**src/rtl/alu_pkg.sv**
```systemverilog
// rtl/alu_pkg.sv - shared opcodes, FSM states and defaults for seq_alu
package alu_pkg;

  localparam int OP_LEN_DEF = 4;

  localparam logic [3:0] OP_ADD   = 4'b0000;
  localparam logic [3:0] OP_SUB   = 4'b0001;
  localparam logic [3:0] OP_MUL   = 4'b0010;
  localparam logic [3:0] OP_PASSA = 4'b0011;
  localparam logic [3:0] OP_PASSB = 4'b0100;
  localparam logic [3:0] OP_ZERO  = 4'b0101;
  localparam logic [3:0] OP_HALT  = 4'b0110;
  localparam logic [3:0] OP_AND   = 4'b0111;
  localparam logic [3:0] OP_OR    = 4'b1000;
  localparam logic [3:0] OP_XOR   = 4'b1001;
  localparam logic [3:0] OP_SHL   = 4'b1010;
  localparam logic [3:0] OP_SHR   = 4'b1011;

  typedef enum logic [1:0] {
    S_IDLE,
    S_MUL_RUN,
    S_DONE
  } state_t;

endpackage

```
**src/rtl/seq_alu_if.sv**
```systemverilog
// rtl/seq_alu_if.sv - start/busy/done request bus between control unit and seq_alu
interface seq_alu_if #(
  parameter int DATA_LEN = 16,
  parameter int OP_LEN   = 4
);
  logic                start;
  logic [OP_LEN-1:0]   select;
  logic [DATA_LEN-1:0] A;
  logic [DATA_LEN-1:0] B;
  logic [DATA_LEN-1:0] out;
  logic                z_flag;
  logic                n_flag;
  logic                c_flag;
  logic                v_flag;
  logic                busy;
  logic                done;
  logic                finish;

  modport master (
    output start, select, A, B,
    input  out, z_flag, n_flag, c_flag, v_flag, busy, done, finish
  );

  modport slave (
    input  start, select, A, B,
    output out, z_flag, n_flag, c_flag, v_flag, busy, done, finish
  );
endinterface

```
**src/rtl/seq_multiplier.sv**
```systemverilog
// rtl/seq_multiplier.sv - iterative shift-add unsigned multiplier, one multiplier bit per cycle
module seq_multiplier #(
  parameter int DATA_LEN = 16
) (
  input  logic                  clk,
  input  logic                  reset,
  input  logic                  start,
  input  logic [DATA_LEN-1:0]   a,
  input  logic [DATA_LEN-1:0]   b,
  output logic                  done,
  output logic [2*DATA_LEN-1:0] product
);
  localparam int CW = $clog2(DATA_LEN);
  localparam logic [CW-1:0] LAST = CW'(DATA_LEN - 1);

  logic                  running;
  logic [CW-1:0]         cnt;
  logic [2*DATA_LEN-1:0] mcand;
  logic [DATA_LEN-1:0]   mplier;
  logic [2*DATA_LEN-1:0] acc;
  logic [2*DATA_LEN-1:0] acc_nxt;

  // Partial-sum for the current bit; exposed as product so the final sum is usable on the last edge
  always_comb begin
    acc_nxt = mplier[0] ? (acc + mcand) : acc;
  end

  assign done    = running && (cnt == LAST);
  assign product = acc_nxt;

  // Operand latch on start, then one shift-add step per cycle for DATA_LEN cycles
  always_ff @(posedge clk or posedge reset) begin
    if (reset) begin
      running <= 1'b0;
      cnt     <= '0;
      mcand   <= '0;
      mplier  <= '0;
      acc     <= '0;
    end else if (start) begin
      running <= 1'b1;
      cnt     <= '0;
      mcand   <= {{DATA_LEN{1'b0}}, a};
      mplier  <= b;
      acc     <= '0;
    end else if (running) begin
      acc    <= acc_nxt;
      mcand  <= mcand << 1;
      mplier <= mplier >> 1;
      cnt    <= cnt + 1'b1;
      if (cnt == LAST) running <= 1'b0;
    end
  end
endmodule

```
**src/rtl/seq_alu.sv**
```systemverilog
// rtl/seq_alu.sv - registered ALU with start/busy/done handshake and iterative multiply
module seq_alu
  import alu_pkg::*;
#(
  parameter int DATA_LEN = 16,
  parameter int OP_LEN   = OP_LEN_DEF
) (
  input logic       clk,
  input logic       reset,
  seq_alu_if.slave  bus
);
  state_t                state, state_nxt;
  logic [OP_LEN-1:0]     op;
  logic [DATA_LEN:0]     sum, diff;
  logic [DATA_LEN-1:0]   sc_res, res;
  logic                  sc_c, sc_v, sc_wr;
  logic                  c_res, v_res, wr_en, set_fin, done_nxt, mul_start, mul_done;
  logic [2*DATA_LEN-1:0] product;
  logic [DATA_LEN-1:0]   out_q;
  logic                  z_q, n_q, c_q, v_q, done_q, fin_q;

  assign op = bus.select;

  seq_multiplier #(.DATA_LEN(DATA_LEN)) u_mul (
    .clk     (clk),
    .reset   (reset),
    .start   (mul_start),
    .a       (bus.A),
    .b       (bus.B),
    .done    (mul_done),
    .product (product)
  );

  // Single-cycle datapath: result, carry and overflow for every non-multiply opcode
  always_comb begin
    sc_res = '0;
    sc_c   = 1'b0;
    sc_v   = 1'b0;
    sc_wr  = 1'b1;
    sum    = {1'b0, bus.A} + {1'b0, bus.B};
    diff   = {1'b0, bus.A} - {1'b0, bus.B};
    case (op)
      OP_ADD: begin
        sc_res = sum[DATA_LEN-1:0];
        sc_c   = sum[DATA_LEN];
        sc_v   = (bus.A[DATA_LEN-1] == bus.B[DATA_LEN-1]) && (sum[DATA_LEN-1] != bus.A[DATA_LEN-1]);
      end
      OP_SUB: begin
        sc_res = diff[DATA_LEN-1:0];
        sc_c   = ~diff[DATA_LEN];
        sc_v   = (bus.A[DATA_LEN-1] != bus.B[DATA_LEN-1]) && (diff[DATA_LEN-1] != bus.A[DATA_LEN-1]);
      end
      OP_PASSA: sc_res = bus.A;
      OP_PASSB: sc_res = bus.B;
      OP_ZERO:  sc_res = '0;
      OP_AND:   sc_res = bus.A & bus.B;
      OP_OR:    sc_res = bus.A | bus.B;
      OP_XOR:   sc_res = bus.A ^ bus.B;
      OP_SHL: begin
        sc_res = {bus.A[DATA_LEN-2:0], 1'b0};
        sc_c   = bus.A[DATA_LEN-1];
      end
      OP_SHR: begin
        sc_res = {1'b0, bus.A[DATA_LEN-1:1]};
        sc_c   = bus.A[0];
      end
      default: sc_wr = 1'b0;
    endcase
  end

  // FSM next state and per-edge write/done/halt decisions
  always_comb begin
    state_nxt = state;
    mul_start = 1'b0;
    wr_en     = 1'b0;
    set_fin   = 1'b0;
    done_nxt  = 1'b0;
    res       = sc_res;
    c_res     = sc_c;
    v_res     = sc_v;
    case (state)
      S_IDLE: begin
        if (bus.start && !fin_q) begin
          if (op == OP_MUL) begin
            mul_start = 1'b1;
            state_nxt = S_MUL_RUN;
          end else if (op == OP_HALT) begin
            set_fin  = 1'b1;
            done_nxt = 1'b1;
          end else begin
            wr_en     = sc_wr;
            done_nxt  = 1'b1;
            state_nxt = S_DONE;
          end
        end
      end
      S_MUL_RUN: begin
        if (mul_done) begin
          wr_en     = 1'b1;
          res       = product[DATA_LEN-1:0];
          c_res     = |product[2*DATA_LEN-1:DATA_LEN];
          v_res     = 1'b0;
          done_nxt  = 1'b1;
          state_nxt = S_DONE;
        end
      end
      S_DONE:  state_nxt = S_IDLE;
      default: state_nxt = S_IDLE;
    endcase
  end

  // State register
  always_ff @(posedge clk or posedge reset) begin
    if (reset) state <= S_IDLE;
    else       state <= state_nxt;
  end

  // Result/flag registers hold until the next result-writing op; done is a one-cycle pulse
  always_ff @(posedge clk or posedge reset) begin
    if (reset) begin
      out_q  <= '0;
      z_q    <= 1'b0;
      n_q    <= 1'b0;
      c_q    <= 1'b0;
      v_q    <= 1'b0;
      done_q <= 1'b0;
      fin_q  <= 1'b0;
    end else begin
      done_q <= done_nxt;
      if (set_fin) fin_q <= 1'b1;
      if (wr_en) begin
        out_q <= res;
        z_q   <= (res == '0);
        n_q   <= res[DATA_LEN-1];
        c_q   <= c_res;
        v_q   <= v_res;
      end
    end
  end

  assign bus.out    = out_q;
  assign bus.z_flag = z_q;
  assign bus.n_flag = n_q;
  assign bus.c_flag = c_q;
  assign bus.v_flag = v_q;
  assign bus.busy   = (state == S_MUL_RUN);
  assign bus.done   = done_q;
  assign bus.finish = fin_q;
endmodule

```
**src/flat_wrapper.sv**
```systemverilog
// flat-port wrapper written by rule: the top's interface ports become plain ports
module seq_alu_flat import alu_pkg::*;
#(
  parameter int DATA_LEN = 16,
  parameter int OP_LEN   = OP_LEN_DEF
)
  (clk, reset, bus_start, bus_select, bus_A, bus_B, bus_out, bus_z_flag, bus_n_flag, bus_c_flag, bus_v_flag, bus_busy, bus_done, bus_finish);
  seq_alu_if #(.DATA_LEN(DATA_LEN), .OP_LEN(OP_LEN)) bus_i ();
  input logic clk;
  input logic reset;
  input wire logic [$bits(bus_i.start)-1:0] bus_start;
  input wire logic [$bits(bus_i.select)-1:0] bus_select;
  input wire logic [$bits(bus_i.A)-1:0] bus_A;
  input wire logic [$bits(bus_i.B)-1:0] bus_B;
  output wire logic [$bits(bus_i.out)-1:0] bus_out;
  output wire logic [$bits(bus_i.z_flag)-1:0] bus_z_flag;
  output wire logic [$bits(bus_i.n_flag)-1:0] bus_n_flag;
  output wire logic [$bits(bus_i.c_flag)-1:0] bus_c_flag;
  output wire logic [$bits(bus_i.v_flag)-1:0] bus_v_flag;
  output wire logic [$bits(bus_i.busy)-1:0] bus_busy;
  output wire logic [$bits(bus_i.done)-1:0] bus_done;
  output wire logic [$bits(bus_i.finish)-1:0] bus_finish;
  assign bus_i.start = bus_start;
  assign bus_i.select = bus_select;
  assign bus_i.A = bus_A;
  assign bus_i.B = bus_B;
  assign bus_out = bus_i.out;
  assign bus_z_flag = bus_i.z_flag;
  assign bus_n_flag = bus_i.n_flag;
  assign bus_c_flag = bus_i.c_flag;
  assign bus_v_flag = bus_i.v_flag;
  assign bus_busy = bus_i.busy;
  assign bus_done = bus_i.done;
  assign bus_finish = bus_i.finish;
  seq_alu #(.DATA_LEN(DATA_LEN), .OP_LEN(OP_LEN)) u_core (.clk(clk), .reset(reset), .bus(bus_i));
endmodule
```
**config.mk**
```make
export PLATFORM = sky130hd
export DESIGN_NAME = seq_alu_flat
export DESIGN_NICKNAME = d
export VERILOG_FILES = /design/src/rtl/alu_pkg.sv /design/src/rtl/seq_alu_if.sv /design/src/rtl/seq_multiplier.sv /design/src/rtl/seq_alu.sv /design/src/flat_wrapper.sv
export SDC_FILE = /design/constraint.sdc
export NUM_CORES = 1
export LEC_CHECK = 0
export CAP_MARGIN = 20
export CORE_UTILIZATION = 35
export DETAILED_ROUTE_END_ITERATION = 8
export SLEW_MARGIN = 25
export SYNTH_ARGS = -nofsm -noshare
export SYNTH_HDL_FRONTEND = slang
export SYNTH_SLANG_ARGS = --single-unit
```
**constraint.sdc**
```tcl
create_clock -name clk -period 7.79 [get_ports clk]
set_input_delay 0.779 -clock clk [delete_from_list [all_inputs] [get_ports clk]]
set_output_delay 0.779 -clock clk [all_outputs]
set_load 0.05 [all_outputs]
```
==> impl_metrics.py, run 1 <==
metrics = {
    "outcome": {
        "outcome": "complete, no violations",
    },
    "die": {
        "num_rows": 61,
        "die_h_um": 170,
        "ioPinCount": 62,
        "start_util_pct": 35.5,
        "core_um2": 27800,
        "die_area_um2": 28900,
        "die_x_um": 170,
    },
    "cts": {
        "cts_resized": 0,
        "cts.sinks": 108,
        "clockRootBuffer": "clkbuf_16",
        "cts_tree": "done",
        "ctsHoldBuffers": 0,
        "htree_levels": 3,
        "clk_pin_slew_ns": 0.09,
        "cts_made_buffers": 9,
        "cts_buffer_depth": 2,
        "postCtsSetupRepairBufs": 0,
        "clk_latency_ns": 0.37,
    },
    "global_route": {
        "grtUsageMet2_pct": 37.9,
        "grtUsageMet3_pct": 2.98,
        "grt_pass1_vias": 9305,
        "grt-ovfl-total": 0,
        "grt_use_met1_pct": 31.3,
        "antenna_found_initial": 0,
        "grt_busiest_layer": "met2",
        "grt_use_total_pct": 23.4,
        "grt_pass1_wl_um": 52600,
        "grt_max_degree": 91,
    },
    "power": {
        "powerDensity_nw_per_um2": 121,
        "p_total_mw": 1.34,
        "p_leak_nw": 4.25,
        "ir_drop_v": 0.0000992,
    },
    "critical_path": {
        "reg2reg_slack_ns": 4.10,
        "setup.worst_path.end_class": "flip-flop",
        "r2r_end": "u_core.bus.c_flag",
        "critPathRequiredTime_ns": 8.04,
        "arrival_ns": 4.79,
        "start_kind": "input port",
        "worst-r2r-cell-count": 13,
        "crit_type": "in -> reg",
        "critPathMaxFanout": 6,
        "rr_startpoint": "u_core.u_mul.mcand[0]",
        "worstSetupStartpoint": "bus_A[0]",
    },
    "logic_synthesis": {
        "syn_nets": 1346,
        "ys_seq_area_share_pct": 27.4,
        "yosysWarnings": 0,
        "synth_top_cell_area_share_pct": 27.4,
        "syn_avg_cell_area_um2": 8.06,
        "synth.area.top_cells": "dfrtp_1 (27%), ha_1 (10%), mux2i_1 (7.9%), a21oi_1 (5.2%), nand2_1 (5.2%)",
        "syn_inst": 1224,
        "synth-seq-cells": 108,
        "synth_area_leader_cell": "dfrtp_1",
        "async_flop_share_pct": 100,
        "synthFlopType": "dfrtp_1",
        "synth-edff-count": 0,
        "synth_cell_types": 86,
        "syn-cell-area_um2": 9870,
    },
    "final_layout": {
        "fin_nets": 1357,
        "n_antenna_cell": 0,
        "fillers": 2889,
        "drive_gt1_share_pct": 5.32,
        "postLayoutCoreUtil_pct": 39.7,
        "area_growth_pct": 11.9,
        "finalInstanceArea_um2": 11000,
    },
    "timing": {
        "finalSetupViolCount": 0,
        "holdWs_ns": 0.519,
        "skew_ns": 0.0180,
        "hold_violations": 0,
        "final_max_slew_viol_count": 0,
        "max_freq_mhz": 220,
        "setup_tns_ns": 0,
        "finalCritPeriodShare_pct": 58.4,
        "rsz0062_at_grt": "false",
        "maxSlewHeadroom_pct": 31.5,
        "tightest_slew_ns": 1.02,
        "finalWorstPathRequiredPeriod_ns": 4.55,
    },
    "detailed_routing": {
        "firstDrtPassIters": 6,
        "drt_drc_violations_left": 0,
        "drt_iter0_drc": 998,
        "drtAntennaViolNets": 0,
        "avgRoutedWirePerCell_um": 20.4,
        "vias": 9457,
        "routed_wl_um": 33100,
        "vias_per_cell": 5.84,
    },
    "worst_hold_path": {
        "min_from": "u_core.state[1]",
        "hold_path.class": "reg -> reg",
        "min_path_cells": 1,
        "worstHoldEndpoint": "u_core.state[0]",
    },
    "placement": {
        "detailed_place_hpwl_um": 24600,
        "routabilityCongestion": 0.983,
        "numPortBuffers": 61,
        "placed_area_um2": 10700,
    },
    "flow_run": {
        "max-cap-violations": 0,
    },
}
layout by cell type (no fill, tap or decap), drive strengths merged, types with 6 or more instances in the layout:
cell type / n
and3: 8
mux2: 10
or3: 7
a211oi: 17
ha: 80
clkbuf: 9
o211ai: 11
a22o: 7
a22oi: 14
a32oi: 13
nor3: 21
clkdlybuf4s50: 61
nor4: 17
o22ai: 18
a31oi: 8
nand4: 15
inv: 69
dfrtp: 108
o21ai: 84
nor2b: 19
o21bai: 8
xnor2: 25
nand2b: 11
nor2: 134
buf: 12
a21oi: 105
a221oi: 9
and2: 6
nand3: 16
mux2i: 78
xor2: 16
a21o: 9
nand2: 137
Yosys cell counts (17+ instances only):
cell      instances
nand2_1         136
nor2_1          133
dfrtp_1         108
a21oi_1         102
o21ai_0          82
ha_1             80
mux2i_1          78
inv_1            66
clkbuf_1         54
xnor2_1          25
nor3_1           21
nor2b_1          19
o22ai_1          18
a211oi_1         17
per-stage QoR:
step / cells / setup WS (ns)
finish: 1618 / 3.24
global placement: 1602 / 3.04
global route: 1618 / 3.07
floorplan: 1224 / 4.17
detailed placement: 1602 / 3.01
CTS: 1618 / 3.36
power by group:
group / switching, mW / total [mW] / leakage (nW) / internal (mW)
sequential: 0.00159 / 0.563 / 1.01 / 0.562
clock: 0.251 / 0.484 / 0.152 / 0.232
combinational: 0.190 / 0.294 / 3.09 / 0.103
metal layers:
layer | vias up | wire length, µm
met4 | 0 | 1290
met1 | 4542 | 14400
met2 | 375 | 15200
li1 | 4454 | -
met3 | 86 | 2140
met5 | - | 0
state kept, by name, indices dropped and copies added, names as in the netlist:
signal and count:
u_core.bus.z_flag 1, u_core.u_mul.running 1, u_core.bus.done 1, u_core.bus.finish 1, u_core.u_mul.mcand 32, u_core.u_mul.acc 32, u_core.bus.n_flag 1, u_core.u_mul.cnt 4
u_core.bus.c_flag 1, u_core.state 2, u_core.bus.out 15, u_core.bus.v_flag 1, u_core.u_mul.mplier 16
worst max-delay path by stage:
stage,cells after the start,end
after global routing,13,u_core.bus.c_flag
after global placement,11,u_core.bus.z_flag
after floorplan,1,u_core.bus.c_flag
final,13,u_core.bus.c_flag
after detailed placement,13,u_core.bus.c_flag
after CTS,13,u_core.bus.c_flag
cells by family after synthesis:
kind of cell	after synthesis	synth area share (%)
simple gates	408	19.1
compound gates	354	23.4
buf+inv	139	5.97
mux	91	9.74
flops	108	27.4
fa+ha+maj	83	10.8
xor+xnor	41	3.64
cell type report:
| class | instances | area [µm²] | area share, % |
|---|---|---|---|
| clock inverters | 7 | 88.8 | 0.805 |
| well taps | 378 | 473 | 4.28 |
| clock buffers | 9 | 225 | 2.04 |
| repair buffers | 73 | 701 | 6.35 |
| inverters | 66 | 250 | 2.27 |
| multi-input cells | 977 | 6600 | 59.7 |
| flip-flops and latches | 108 | 2710 | 24.5 |
critical path: stages:
cell,delay [ns]
clkdlybuf4s50_1,0.54
ha_1,0.30
fa_1,0.44
a211oi_1,0.48
o21ai_0,0.34
a22o_1,0.32
nor2_1,0.15
a21oi_1,0.14
a41o_1,0.26
o21ai_0,0.42
and4_4,0.29
nand4_1,0.09
o31a_1,0.25
Power figures use the tool's default switching activity.
==> inputs of run 2 (changes only) <==
==> constraint.sdc (replaced) <==
create_clock -name clk -period 4.2 [get_ports clk]
set_input_delay 0.42 -clock clk [delete_from_list [all_inputs] [get_ports clk]]
set_output_delay 0.42 -clock clk [all_outputs]
set_load 0.05 [all_outputs]
==> impl_metrics.py, run 2 (synthesized netlist as in run 1, its figures left out) <==
metrics = {
    "outcome": {
        "outcome": "complete, no violations",
    },
    "cts": {
        "clockRootBuffer": "clkbuf_16",
        "cts_made_buffers": 9,
        "cts.sinks": 108,
        "ctsHoldBuffers": 0,
        "htree_levels": 3,
        "clk_pin_slew_ns": 0.09,
        "clk_latency_ns": 0.37,
        "cts_tree": "done",
        "cts_buffer_depth": 2,
    },
    "power": {
        "ir_drop_v": 0.000144,
        "combPwrFrac_pct": 24.6,
        "sw_frac_of_total_pct": 32.8,
        "p_int_mw": 1.71,
        "p_seq_share_pct": 41.2,
        "p_leak_nw": 4.65,
        "p_total_mw": 2.54,
        "p_sw_uw": 832,
        "powerDensity_nw_per_um2": 218,
        "p_clk_share_pct": 34.2,
    },
    "die": {
        "start_util_pct": 35.5,
        "die_area_um2": 28900,
        "core_um2": 27800,
        "ioPinCount": 62,
        "die_h_um": 170,
        "die_x_um": 170,
        "num_rows": 61,
    },
    "critical_path": {
        "crit_type": "in -> reg",
        "arrival_ns": 4.16,
        "cp_num_buf_inv": 3,
        "cp_top_family": "compound AO/OA/AOI/OAI gates",
        "start_kind": "input port",
        "r2r_end": "u_core.bus.c_flag",
        "critPathMaxFanout": 5,
        "critical-path-max-stage-delay_ns": 0.62,
        "reg2reg_slack_ns": 0.51,
        "rr_startpoint": "u_core.u_mul.mcand[4]",
        "critPathRequiredTime_ns": 4.51,
        "setup.worst_path.end_class": "flip-flop",
        "worst-r2r-cell-count": 11,
        "crit_end": "u_core.bus.z_flag",
        "cp_slowest_cell": "clkdlybuf4s50_1",
        "crit_cells": 14,
        "path_cells": "clkdlybuf4s50_1 > inv_1 > ha_1 > a211oi_1 > buf_4 > o21ai_0 > a22oi_1 > a21oi_1 > and2_1 > or3_1 > o221a_2 > a311oi_1 > and3_1 > a32o_1",
        "worstSetupStartpoint": "bus_B[1]",
    },
    "timing": {
        "final_max_slew_viol_count": 0,
        "max_freq_mhz": 259,
        "finalSetupViolCount": 0,
        "setup_tns_ns": 0,
        "maxSlewHeadroom_pct": 40.8,
        "tightest_slew_ns": 0.885,
        "skew_ns": 0.0169,
        "finalCritPeriodShare_pct": 91.8,
        "hold_violations": 0,
        "finalWorstPathRequiredPeriod_ns": 3.86,
        "rsz0062_at_grt": "false",
    },
    "final_layout": {
        "layout_common_cells": "nand2_1 (136), nor2_1 (132), dfrtp_1 (106), a21oi_1 (102), buf_4 (89)",
        "n_antenna_cell": 0,
        "fillers": 2892,
        "area_growth_pct": 18.2,
        "finalInstanceArea_um2": 11700,
        "top_regs": "u_core.u_mul.acc (32), u_core.u_mul.mcand (32), u_core.u_mul.mplier (16)",
        "fin_nets": 1438,
        "final_common_cell": "nand2_1",
        "drive_gt1_share_pct": 10.9,
    },
    "detailed_routing": {
        "routed_wl_um": 35200,
        "avgRoutedWirePerCell_um": 20.7,
        "vias": 9706,
        "drtAntennaViolNets": 0,
        "firstDrtPassIters": 5,
        "drt_drc_violations_left": 0,
        "vias_per_cell": 5.71,
        "drt_iter0_drc": 943,
    },
    "global_route": {
        "grt-ovfl-total": 0,
        "grt_use_total_pct": 24.9,
        "grt_pass1_wl_um": 54900,
        "antenna_found_initial": 0,
        "grt_max_degree": 84,
        "grt_pass1_vias": 9360,
    },
    "flow_run": {
        "max-cap-violations": 0,
    },
    "placement": {
        "numPortBuffers": 61,
        "placed_area_um2": 11400,
        "routabilityCongestion": 0.976,
        "detailed_place_hpwl_um": 27500,
    },
    "worst_hold_path": {
        "hold_path.class": "reg -> reg",
    },
}
run 2: cell count changes in the layout (fill, tap and decap cells not counted), sizes merged:
cell	before	now
buf	12	93
clkbuf	9	10
clkdlybuf4s50	61	60
dlymetal6s2s	0	1
inv	69	68
run 2: how the worst min path moves through the flow:
stage | startpoint | end | slack [ns] | cells after the start
after CTS | u_core.state[1] | u_core.state[0] | 0.51 | 1
after floorplan | u_core.state[1] | u_core.state[0] | 0.47 | 1
after detailed placement | u_core.bus.finish | u_core.bus.finish | 0.49 | 1
final | u_core.bus.finish | u_core.bus.finish | 0.51 | 1
after global routing | u_core.state[1] | u_core.state[0] | 0.54 | 1
after global placement | u_core.bus.out[0] | u_core.bus.out[0] | 0.49 | 2
run 2: area by class of cell:
cell class,instances,area (µm²),area share [%]
inverter,66,250,2.15
clock inverter,6,57.6,0.493
sequential,108,2710,23.2
multi-input combinational,977,6590,56.5
timing repair buffer,154,1360,11.7
tap,378,473,4.05
clock buffer,10,229,1.96
run 2: power by group through the flow:
stage	Combinational [mW]	Sequential (mW)	Clock (mW)
floorplan	0.324	1.08	0
global placement	0.616	1.07	0
detailed placement	0.611	1.07	0
CTS	0.614	1.04	0.887
global route	0.668	1.05	0.922
finish	0.625	1.05	0.868
run 2: what timing repair did:
item / in CTS / in global routing
endpoints found under the setup margin: 0 / 1
setup buffers: 0 / 0
gates resized for setup: 0 / 1
run 2: metal layers:
layer / up-vias / routed length (µm) / GRT usage [%] / part of all wire, %
li1: 4603 / - / - / -
met1: 4647 / 15500 / 33.2 / 44
met2: 374 / 16100 / 40.2 / 46
met3: 82 / 1990 / 2.74 / 5.6
met4: 0 / 1650 / 11.9 / 4.7
met5: - / 0 / 0 / 0
run 2: stage by stage:
stage,hold WS [ns],std cells,setup WS (ns),utilization (%)
after floorplan,0.469,1224,0.934,-
after global placement,0.489,1683,0.210,41.0
after detailed placement,0.490,1683,0.0532,41.0
after CTS,0.507,1699,0.398,42.0
after global routing,0.545,1699,0.0423,42.0
final,0.508,1699,0.344,42.0
==> inputs of run 3 (changes only) <==
--- a/config.mk
+++ b/config.mk
@@ -5,7 +5,7 @@
 export SDC_FILE = /design/constraint.sdc
 export NUM_CORES = 1
 export LEC_CHECK = 0
-export CAP_MARGIN = 20
+export CAP_MARGIN = 15
 export CORE_UTILIZATION = 35
 export DETAILED_ROUTE_END_ITERATION = 8
 export SLEW_MARGIN = 25
==> constraint.sdc (replaced) <==
create_clock -name clk -period 4.15 [get_ports clk]
set_input_delay 0.415 -clock clk [delete_from_list [all_inputs] [get_ports clk]]
set_output_delay 0.415 -clock clk [all_outputs]
set_load 0.05 [all_outputs]
==> impl_metrics.py, run 3 (synthesized netlist as in run 1, its figures left out) <==
metrics = {
    "final_layout": {
        "n_antenna_cell": 0,
        "layout_common_cells": "nand2_1 (136), nor2_1 (132), dfrtp_1 (106), a21oi_1 (102), buf_4 (91)",
        "fillers": 2898,
        "fin_nets": 1440,
        "drive_gt1_share_pct": 11.0,
        "postLayoutCoreUtil_pct": 42.0,
        "top_regs": "u_core.u_mul.acc (32), u_core.u_mul.mcand (32), u_core.u_mul.mplier (16)",
        "area.sequential_um2": 2710,
        "multi_input_area_um2": 6590,
        "final_common_cell": "nand2_1",
        "finalInstanceArea_um2": 11700,
        "area_growth_pct": 18.4,
    },
    "detailed_routing": {
        "vias_per_cell": 5.74,
        "drt_drc_violations_left": 0,
        "drtAntennaViolNets": 0,
        "drt_iter0_drc": 877,
        "firstDrtPassIters": 5,
        "vias": 9761,
        "routed_wl_um": 35400,
        "avgRoutedWirePerCell_um": 20.8,
    },
    "timing": {
        "skew_ns": 0.0156,
        "finalCritPeriodShare_pct": 93.5,
        "finalSetupViolCount": 0,
        "max_freq_mhz": 258,
        "hold_violations": 0,
        "maxSlewHeadroom_pct": 39.0,
        "final_max_slew_viol_count": 0,
        "tightest_slew_ns": 0.915,
        "rsz0062_at_grt": "false",
        "setup_ws_ns": 0.268,
        "finalWorstPathRequiredPeriod_ns": 3.88,
        "setup_tns_ns": 0,
    },
    "placement": {
        "placed_area_um2": 11400,
        "numPortBuffers": 61,
        "detailed_place_hpwl_um": 27200,
        "dp_worst_setup_slack_ns": 0.00433,
        "routabilityCongestion": 0.941,
    },
    "cts": {
        "postCtsSetupRepairBufs": 0,
        "cts_made_buffers": 9,
        "cts_buffer_depth": 2,
        "cts_tree": "done",
        "cts_resized": 0,
        "clk_pin_slew_ns": 0.09,
        "cts.sinks": 108,
        "clockRootBuffer": "clkbuf_16",
        "ctsHoldBuffers": 0,
        "htree_levels": 3,
        "clk_latency_ns": 0.37,
    },
    "critical_path": {
        "cpMostUsedCell": "o21ai_0",
        "critical-path-max-stage-delay_ns": 0.52,
        "critPathMaxFanout": 5,
        "cp_slowest_cell": "clkdlybuf4s50_1",
        "path_cells": "clkdlybuf4s50_1 > ha_1 > fa_1 > a211oi_1 > o21ai_0 > a22o_1 > nor2_1 > a21oi_1 > a41o_1 > o21ai_0 > and4_4 > nand4_1 > o31a_1",
        "arrival_ns": 4.14,
        "start_kind": "input port",
        "worst-r2r-cell-count": 14,
        "setup.worst_path.end_class": "flip-flop",
        "cp_top_family": "compound AO/OA/AOI/OAI gates",
        "critPathRequiredTime_ns": 4.40,
        "reg2reg_slack_ns": 0.54,
        "cp_num_buf_inv": 1,
        "rr_startpoint": "u_core.u_mul.mcand[0]",
        "r2r_end": "u_core.bus.c_flag",
        "crit_type": "in -> reg",
    },
    "power": {
        "p_leak_nw": 4.65,
        "powerDensity_nw_per_um2": 221,
        "ir_drop_v": 0.000191,
        "p_total_mw": 2.58,
    },
    "worst_hold_path": {
        "min_from": "u_core.state[1]",
        "hold_path.class": "reg -> reg",
        "worstHoldEndpoint": "u_core.state[0]",
        "min_path_cells": 1,
    },
    "die": {
        "start_util_pct": 35.5,
        "die_x_um": 170,
        "die_h_um": 170,
        "core_um2": 27800,
        "ioPinCount": 62,
        "num_rows": 61,
        "die_area_um2": 28900,
    },
    "flow_run": {
        "max-cap-violations": 0,
    },
    "global_route": {
        "grt_max_degree": 87,
        "grt-ovfl-total": 0,
        "grt_pass1_vias": 9311,
        "grt_pass1_wl_um": 55000,
        "antenna_found_initial": 0,
        "grt_use_total_pct": 24.9,
    },
    "outcome": {
        "outcome": "complete, no violations",
    },
}
==> run 3: cell type report <==
cell class,instances,share of cell area [%]
Timing Repair Buffer,156,11.8
Multi-Input combinational cell,977,56.4
Tap cell,378,4.05
Sequential cell,108,23.2
Clock buffer,10,1.96
Clock inverter,6,0.482
Inverter,66,2.14
==> run 3: worst reg2reg max path: cells and delay by family, from the launching register on <==
kind            cells  cell delay, ns
simple gates        4            0.91
flops               1            0.41
compound gates      5            1.12
buf+inv             2            0.27
mux                 1            0.13
fa+ha+maj           2            0.67
==> run 3: through the flow <==
step           hold WS (ns)  cells
6_report              0.505   1701
5_1_grt               0.538   1701
4_1_cts               0.510   1701
3_5_place_dp          0.496   1685
3_3_place_gp          0.485   1685
2_1_floorplan         0.469   1224
==> run 3: worst max-delay path by stage <==
stage	startpoint	end	depth (start not counted)
floorplan	reset	u_core.bus.c_flag	1
global placement	bus_B[0]	u_core.bus.c_flag	13
detailed placement	bus_B[0]	u_core.bus.c_flag	13
CTS	bus_B[0]	u_core.bus.c_flag	13
global route	bus_B[6]	u_core.bus.z_flag	13
finish	bus_B[0]	u_core.bus.c_flag	13
==> run 3: metal layers <==
layer | vias up | wire, µm | GRT usage, %
met5 | - | 0 | 0
met4 | 0 | 1410 | 10.7
met3 | 71 | 1820 | 2.88
met2 | 362 | 16500 | 40.8
met1 | 4711 | 15700 | 32.9
li1 | 4617 | - | -
==> run 3: power breakdown <==
| part | switching, mW | total [mW] | internal [mW] |
|---|---|---|---|
| registers | 0.00266 | 1.06 | 1.05 |
| clock network | 0.462 | 0.885 | 0.422 |
| logic | 0.383 | 0.637 | 0.254 |
| total | 0.848 | 2.58 | 1.73 |
